### config.mk
export PLATFORM = sky130hd
export DESIGN_NAME = slow_ctl_flat
export DESIGN_NICKNAME = d
export VERILOG_FILES = /design/src/rtl/slow_ctl_pkg.sv /design/src/rtl/slow_ctl_if.sv /design/src/rtl/slow_timer.sv /design/src/rtl/slow_ctl.sv /design/src/flat_wrapper.sv
export SDC_FILE = /design/constraint.sdc
export NUM_CORES = 1
export LEC_CHECK = 0
export ABC_AREA = 1
export CORE_UTILIZATION = 39
export DETAILED_ROUTE_END_ITERATION = 6
export PLACE_DENSITY = 0.77
export SETUP_SLACK_MARGIN = 0.15
export SLEW_MARGIN = 0
export SYNTH_ARGS = -nofsm -noshare
export SYNTH_HDL_FRONTEND = slang
export SYNTH_SLANG_ARGS = --single-unit
### constraint.sdc
create_clock -name i_clk -period 1.6 [get_ports i_clk]
set_clock_uncertainty 0.2 [all_clocks]
set_input_delay 0.32 -clock i_clk [delete_from_list [all_inputs] [get_ports i_clk]]
set_output_delay 0.32 -clock i_clk [all_outputs]
set_load 0.05 [all_outputs]
### src/rtl/slow_ctl_pkg.sv
// Shared definitions for the slow-peripheral clock controller.
//   - TwDefault : default width of the hold timeout field and its down-counter
//   - state_e   : FSM state encoding, also driven out on the debug State port
package slow_ctl_pkg;

    localparam int unsigned TwDefault = 4;

    typedef enum logic [1:0] {
        StIdle   = 2'd0,
        StActive = 2'd1,
        StHold   = 2'd2,
        StBad    = 2'd3  // never entered; decoded back to StIdle
    } state_e;

endpackage

### src/rtl/slow_ctl_if.sv
// Bus-side signal bundle for slow_ctl.
//   master modport : CPU/decode side, drives cycle status, strobes, config and tick;
//                    receives slow, clock_gate and state
//   slave modport  : slow_ctl side
// Inputs : bact, *_cs decode strobes, slow_* enables, slow_timeout[TW], timeout_tick
// Outputs: slow (clock switcher request), clock_gate, state[2] (debug)
interface slow_ctl_if
    import slow_ctl_pkg::*;
#(
    parameter int unsigned TW = TwDefault
) ();

    logic          bact;
    logic          iack_cs;
    logic          via_cs;
    logic          iwm_cs;
    logic          scc_cs;
    logic          scsi_cs;
    logic          snd_cs;
    logic          slow_iack;
    logic          slow_via;
    logic          slow_iwm;
    logic          slow_scc;
    logic          slow_scsi;
    logic          slow_snd;
    logic          slow_clock_gate;
    logic [TW-1:0] slow_timeout;
    logic          timeout_tick;
    logic          slow;
    logic          clock_gate;
    logic [1:0]    state;

    modport master (
        output bact, iack_cs, via_cs, iwm_cs, scc_cs, scsi_cs, snd_cs,
        output slow_iack, slow_via, slow_iwm, slow_scc, slow_scsi, slow_snd,
        output slow_clock_gate, slow_timeout, timeout_tick,
        input  slow, clock_gate, state
    );

    modport slave (
        input  bact, iack_cs, via_cs, iwm_cs, scc_cs, scsi_cs, snd_cs,
        input  slow_iack, slow_via, slow_iwm, slow_scc, slow_scsi, slow_snd,
        input  slow_clock_gate, slow_timeout, timeout_tick,
        output slow, clock_gate, state
    );

endinterface

### src/rtl/slow_timer.sv
// Loadable TW-bit hold down-counter.
//   i_clk, i_rst_n : clock, asynchronous active-low reset (count -> 0)
//   i_load         : load i_load_val (takes priority over i_tick)
//   i_tick         : decrement by one; ignored when the count is already 0
//   o_count        : current count
//   o_zero         : count == 0
module slow_timer
    import slow_ctl_pkg::*;
#(
    parameter int unsigned TW = TwDefault
) (
    input  logic          i_clk,
    input  logic          i_rst_n,
    input  logic          i_load,
    input  logic [TW-1:0] i_load_val,
    input  logic          i_tick,
    output logic [TW-1:0] o_count,
    output logic          o_zero
);

    logic [TW-1:0] r_count;
    logic [TW-1:0] w_count_d;

    always_comb begin
        w_count_d = r_count;
        if (i_load) begin
            w_count_d = i_load_val;
        end else if (i_tick && (r_count != '0)) begin
            w_count_d = r_count - TW'(1);
        end
    end

    always_ff @(posedge i_clk or negedge i_rst_n) begin
        if (!i_rst_n) begin
            r_count <= '0;
        end else begin
            r_count <= w_count_d;
        end
    end

    assign o_count = r_count;
    assign o_zero  = (r_count == '0);

endmodule

### src/rtl/slow_ctl.sv
// Slow-peripheral controller: asks the clock switcher to run the CPU at stock speed
// while a slow-enabled peripheral is accessed, and for SlowTimeout ticks afterwards.
//   i_clk, i_rst_n : clock, asynchronous active-low reset
//   bus (slave)    : strobes, enables, timeout config and tick in; slow, clock_gate,
//                    state out
// Build option: define SLOWCTL_CLKGATE_EN to drive clock_gate = slow & slow_clock_gate
// (registered); otherwise clock_gate is tied low.
module slow_ctl
    import slow_ctl_pkg::*;
#(
    parameter int unsigned TW = TwDefault
) (
    input  logic        i_clk,
    input  logic        i_rst_n,
    slow_ctl_if.slave   bus
);

    state_e        r_state;
    state_e        w_state_d;
    logic          r_slow;
    logic          w_slow_d;
    logic          w_hit;
    logic          w_load;
    logic          w_dec;
    logic [TW-1:0] w_count;
    logic          w_zero;
    logic          w_final_tick;

    assign w_hit = bus.bact & |({bus.iack_cs, bus.via_cs, bus.iwm_cs,
                                 bus.scc_cs, bus.scsi_cs, bus.snd_cs} &
                                {bus.slow_iack, bus.slow_via, bus.slow_iwm,
                                 bus.slow_scc, bus.slow_scsi, bus.slow_snd});

    // Counter only moves in HOLD; ticks elsewhere are ignored.
    assign w_load       = (r_state == StActive) && !bus.bact && (bus.slow_timeout != '0);
    assign w_dec        = (r_state == StHold) && bus.timeout_tick;
    assign w_final_tick = w_dec && (w_count == TW'(1));

    slow_timer #(
        .TW (TW)
    ) u_timer (
        .i_clk      (i_clk),
        .i_rst_n    (i_rst_n),
        .i_load     (w_load),
        .i_load_val (bus.slow_timeout),
        .i_tick     (w_dec),
        .o_count    (w_count),
        .o_zero     (w_zero)
    );

    always_comb begin
        w_state_d = r_state;
        unique case (r_state)
            StIdle: begin
                if (w_hit) w_state_d = StActive;
            end
            StActive: begin
                if (!bus.bact) begin
                    w_state_d = (bus.slow_timeout == '0) ? StIdle : StHold;
                end
            end
            StHold: begin
                // A new hit wins over a coincident final tick.
                if (w_hit) begin
                    w_state_d = StActive;
                end else if (w_final_tick || w_zero) begin
                    w_state_d = StIdle;
                end
            end
            default: w_state_d = StIdle;
        endcase
    end

    assign w_slow_d = (w_state_d == StActive) || (w_state_d == StHold);

    always_ff @(posedge i_clk or negedge i_rst_n) begin
        if (!i_rst_n) begin
            r_state <= StIdle;
            r_slow  <= 1'b0;
        end else begin
            r_state <= w_state_d;
            r_slow  <= w_slow_d;
        end
    end

`ifdef SLOWCTL_CLKGATE_EN
    logic r_clock_gate;

    always_ff @(posedge i_clk or negedge i_rst_n) begin
        if (!i_rst_n) begin
            r_clock_gate <= 1'b0;
        end else begin
            r_clock_gate <= w_slow_d & bus.slow_clock_gate;
        end
    end

    assign bus.clock_gate = r_clock_gate;
`else
    logic w_unused_cg;
    assign w_unused_cg    = bus.slow_clock_gate;
    assign bus.clock_gate = 1'b0;
`endif

    assign bus.slow  = r_slow;
    assign bus.state = r_state;

endmodule

### src/flat_wrapper.sv
// flat-port wrapper written by rule: the top's interface ports become plain ports
module slow_ctl_flat import slow_ctl_pkg::*;
#(
    parameter int unsigned TW = TwDefault
)
  (i_clk, i_rst_n, bus_bact, bus_iack_cs, bus_via_cs, bus_iwm_cs, bus_scc_cs, bus_scsi_cs, bus_snd_cs, bus_slow_iack, bus_slow_via, bus_slow_iwm, bus_slow_scc, bus_slow_scsi, bus_slow_snd, bus_slow_clock_gate, bus_slow_timeout, bus_timeout_tick, bus_slow, bus_clock_gate, bus_state);
  slow_ctl_if #(.TW(TW)) bus_i ();
  input  logic i_clk;
  input  logic i_rst_n;
  input wire logic [$bits(bus_i.bact)-1:0] bus_bact;
  input wire logic [$bits(bus_i.iack_cs)-1:0] bus_iack_cs;
  input wire logic [$bits(bus_i.via_cs)-1:0] bus_via_cs;
  input wire logic [$bits(bus_i.iwm_cs)-1:0] bus_iwm_cs;
  input wire logic [$bits(bus_i.scc_cs)-1:0] bus_scc_cs;
  input wire logic [$bits(bus_i.scsi_cs)-1:0] bus_scsi_cs;
  input wire logic [$bits(bus_i.snd_cs)-1:0] bus_snd_cs;
  input wire logic [$bits(bus_i.slow_iack)-1:0] bus_slow_iack;
  input wire logic [$bits(bus_i.slow_via)-1:0] bus_slow_via;
  input wire logic [$bits(bus_i.slow_iwm)-1:0] bus_slow_iwm;
  input wire logic [$bits(bus_i.slow_scc)-1:0] bus_slow_scc;
  input wire logic [$bits(bus_i.slow_scsi)-1:0] bus_slow_scsi;
  input wire logic [$bits(bus_i.slow_snd)-1:0] bus_slow_snd;
  input wire logic [$bits(bus_i.slow_clock_gate)-1:0] bus_slow_clock_gate;
  input wire logic [$bits(bus_i.slow_timeout)-1:0] bus_slow_timeout;
  input wire logic [$bits(bus_i.timeout_tick)-1:0] bus_timeout_tick;
  output wire logic [$bits(bus_i.slow)-1:0] bus_slow;
  output wire logic [$bits(bus_i.clock_gate)-1:0] bus_clock_gate;
  output wire logic [$bits(bus_i.state)-1:0] bus_state;
  assign bus_i.bact = bus_bact;
  assign bus_i.iack_cs = bus_iack_cs;
  assign bus_i.via_cs = bus_via_cs;
  assign bus_i.iwm_cs = bus_iwm_cs;
  assign bus_i.scc_cs = bus_scc_cs;
  assign bus_i.scsi_cs = bus_scsi_cs;
  assign bus_i.snd_cs = bus_snd_cs;
  assign bus_i.slow_iack = bus_slow_iack;
  assign bus_i.slow_via = bus_slow_via;
  assign bus_i.slow_iwm = bus_slow_iwm;
  assign bus_i.slow_scc = bus_slow_scc;
  assign bus_i.slow_scsi = bus_slow_scsi;
  assign bus_i.slow_snd = bus_slow_snd;
  assign bus_i.slow_clock_gate = bus_slow_clock_gate;
  assign bus_i.slow_timeout = bus_slow_timeout;
  assign bus_i.timeout_tick = bus_timeout_tick;
  assign bus_slow = bus_i.slow;
  assign bus_clock_gate = bus_i.clock_gate;
  assign bus_state = bus_i.state;
  slow_ctl #(.TW(TW)) u_core (.i_clk(i_clk), .i_rst_n(i_rst_n), .bus(bus_i));
endmodule
==> summary.md <==
| Metric | Value |
|---|---|
| RSZ-0062 raised after global routing | `yes` |
| Post-synthesis cell area | `523 sq um` |
| Cells after Synth | `75` |
| Post-route ant nets | `0` |
| Die W | `38.6 um` |
| Largest net degree at the start of global routing | `8` |
| Syn_nets | `99` |
| Vias post-DR | `546` |
| Clock period minus worst slack | `1.40 ns` |
| DRC Markers | `0` |
| FF+latch count, synth | `7` |
| CP Data Arrival Time | `1.34 ns` |
| Fmax | `714 MHz` |
| Power per cell area | `1140 nW/um^2` |
| Leakage | `0.427 nW` |
| Period utilization | `87.5%` |
| DP HPWL | `949 um` |
| CTS Buf Count | `3` |
| TNS Setup | `0 ns` |
| Synth Flop Type | `dfrtp_1` |
| WP data required | `1.54 ns` |
| Maximum VDD drop | `0.702 mV` |
| CTS H-tree lvls | `1` |
| Initial Util | `44.7%` |
| First-pass GRT wire length | `1990 um` |
| Area taken by multi-input logic gates | `330 sq um` |
| Die height | `38.6 um` |
| Core Rows | `12` |
| Clk_lat worst skew | `0.25 ns` |
| Syn_area_per_cell | `6.97 sq um` |
| Async SR Flop Fraction | `100%` |
| Dpl cell area | `813 sq um` |
| Layout cells sized above 1 | `24.0%` |
| Setup slack after layout | `0.200 ns` |
| I/O pins | `25` |
| Final max-slew violation count | `0` |
| ANT cells | `0` |
| Startpoint Class | `flip-flop` |
| Initial antenna violation count | `0` |
| Vias per inst | `4.63` |
| Ys Warns | `0` |
| FF+latch area | `178 sq um` |
| Crit Path Max Fanout | `4` |
| Vias in the first global route | `482` |
| Final Core Density | `74.1%` |
| Crit end category | `flip-flop` |
| Global placer's final weighted congestion | `0.815` |
| Placement Setup Slack | `-0.136 ns` |
| Post-route design area | `868 sq um` |
| Routed WL | `1170 um` |
| Setup-failing EPs final | `0` |
| Fill count | `92` |
| Root Buffer Master | `clkbuf_4` |
| Clock tree buffer depth | `2` |
| Outcome | `complete, no violations` |
| Area growth syn-to-layout | `66.0%` |
| Yosys cell types | `19` |
| Sequential area share after synthesis | `33.5%` |
| Max cap viols | `0` |
| Final net count | `129` |
| Gr ovfl total | `0` |
| # hold bufs at CTS | `0` |
| Die ar. | `1490 sq um` |
| Worst-path clk slew | `0.06 ns` |
| Core Area | `1170 sq um` |
| Sink Count | `7` |
| Worst Hold Class | `input pin to asynchronous set/reset pin` |
| Total GRT Usage | `19.7%` |
| Worst hold slack | `0.123 ns` |
| Post-synth EDFFs | `0` |
| CTS tree | `done` |
| TritonRoute pass-1 iters | `4` |
| Wirelength per Cell | `9.91 um` |
| Buffers added on ports | `22` |
| Kind of critical path | `flip-flop to flip-flop` |
| Final Hold Fails | `0` |
| Starting DRT DRC Count | `5` |
## placed cells by master (no fill, tap or decap), types with 2 or more instances in the layout
cell             instances
nand3_1                  6
ha_2                     2
inv_2                    4
dfrtp_2                  2
clkdlybuf4s50_1         18
nand2_1                 30
buf_12                   3
dfrtp_1                  5
nand2_4                  2
nor2_1                   7
inv_1                    4
buf_4                    3
clkbuf_4                 3
## path summary, 6_finish.rpt
check,from,end,slack [ns],cells after the start
min reg2reg,u_core.u_timer.o_count[1]$_DFFE_PN0P_,u_core.u_timer.o_count[1]$_DFFE_PN0P_,0.31,2
min in group i_clk,bus_bact,u_core.u_timer.o_count[3]$_DFFE_PN0P_,0.30,4
max in group asynchronous,i_rst_n,u_core.bus.state[0]$_DFF_PN0_,0.82,1
max reg2reg,u_core.bus.state[1]$_DFF_PN0_,u_core.u_timer.o_count[1]$_DFFE_PN0P_,0.20,6
min,i_rst_n,u_core.u_timer.o_count[0]$_DFFE_PN0P_,0.12,1
max,u_core.bus.state[1]$_DFF_PN0_,u_core.u_timer.o_count[1]$_DFFE_PN0P_,0.20,6
## Yosys cell counts (2+ instances only)
cell type | count | area (sq um)
inv_2 | 2 | 7.51
inv_1 | 6 | 22.5
ha_1 | 3 | 37.5
nand2_1 | 31 | 116
dfrtp_1 | 7 | 175
nand3_2 | 2 | 20.0
nand3_1 | 6 | 30.0
nor2_1 | 7 | 26.3
## registers in the layout, summed over array words and instances, names as in the netlist
signal / count
u_core.bus.state: 2
u_core.bus.slow: 1
u_core.u_timer.o_count: 4
## critical path, cell delays in order, from the launching register on
cell     delay, ns
dfrtp_2       0.45
nor3_4        0.27
nand2_4       0.11
nand2_4       0.09
inv_2         0.04
nand2_1       0.05
nand3_1       0.07
## final cells by class
class	count	area share [%]
Clock buffer	4	3.03
Inverter	8	3.46
Multi-Input combinational cell	59	38.0
Sequential cell	7	20.5
Tap cell	14	2.02
Timing Repair Buffer	26	33.0
## cell families after synthesis
| kind of cell | after synthesis | synth area share, % |
|---|---|---|
| AOI/OAI and AO/OA | 1 | 0.956 |
| xor gates and xnor gates | 2 | 3.35 |
| adders and majority gates | 3 | 7.18 |
| buffers and inverters | 9 | 7.18 |
| DFF | 7 | 33.5 |
| other | 1 | 0.717 |
| and+or+nand+nor | 52 | 47.1 |
## stage by stage
stage	instances	total power [mW]
floorplan	75	0.597
global placement	113	0.754
detailed placement	113	0.760
CTS	118	0.954
global route	118	1.07
finish	118	0.989
## where the power goes
group	internal (mW)	total [mW]	switching (mW)
sequential	0.240	0.308	0.0682
combinational	0.255	0.515	0.260
clock	0.0955	0.166	0.0700
## metal layers
metal | track usage, % | share of wire, % | vias up | wire (um)
met5 | 0 | 0 | - | 0
met4 | 12.9 | 2.7 | 0 | 32
met3 | 2.31 | 7.2 | 4 | 84
met2 | 28.3 | 41 | 24 | 482
met1 | 27.6 | 49 | 231 | 568
li1 | - | - | 287 | -
## repair_timing
item / 4_1_cts / 5_1_grt
gates resized for setup: 0 / 9
setup buffers: 1 / 0
endpoints found under the setup margin: 3 / 6
pin swaps: 1 / 7
No activity file was read; power rests on OpenSTA's default activity.
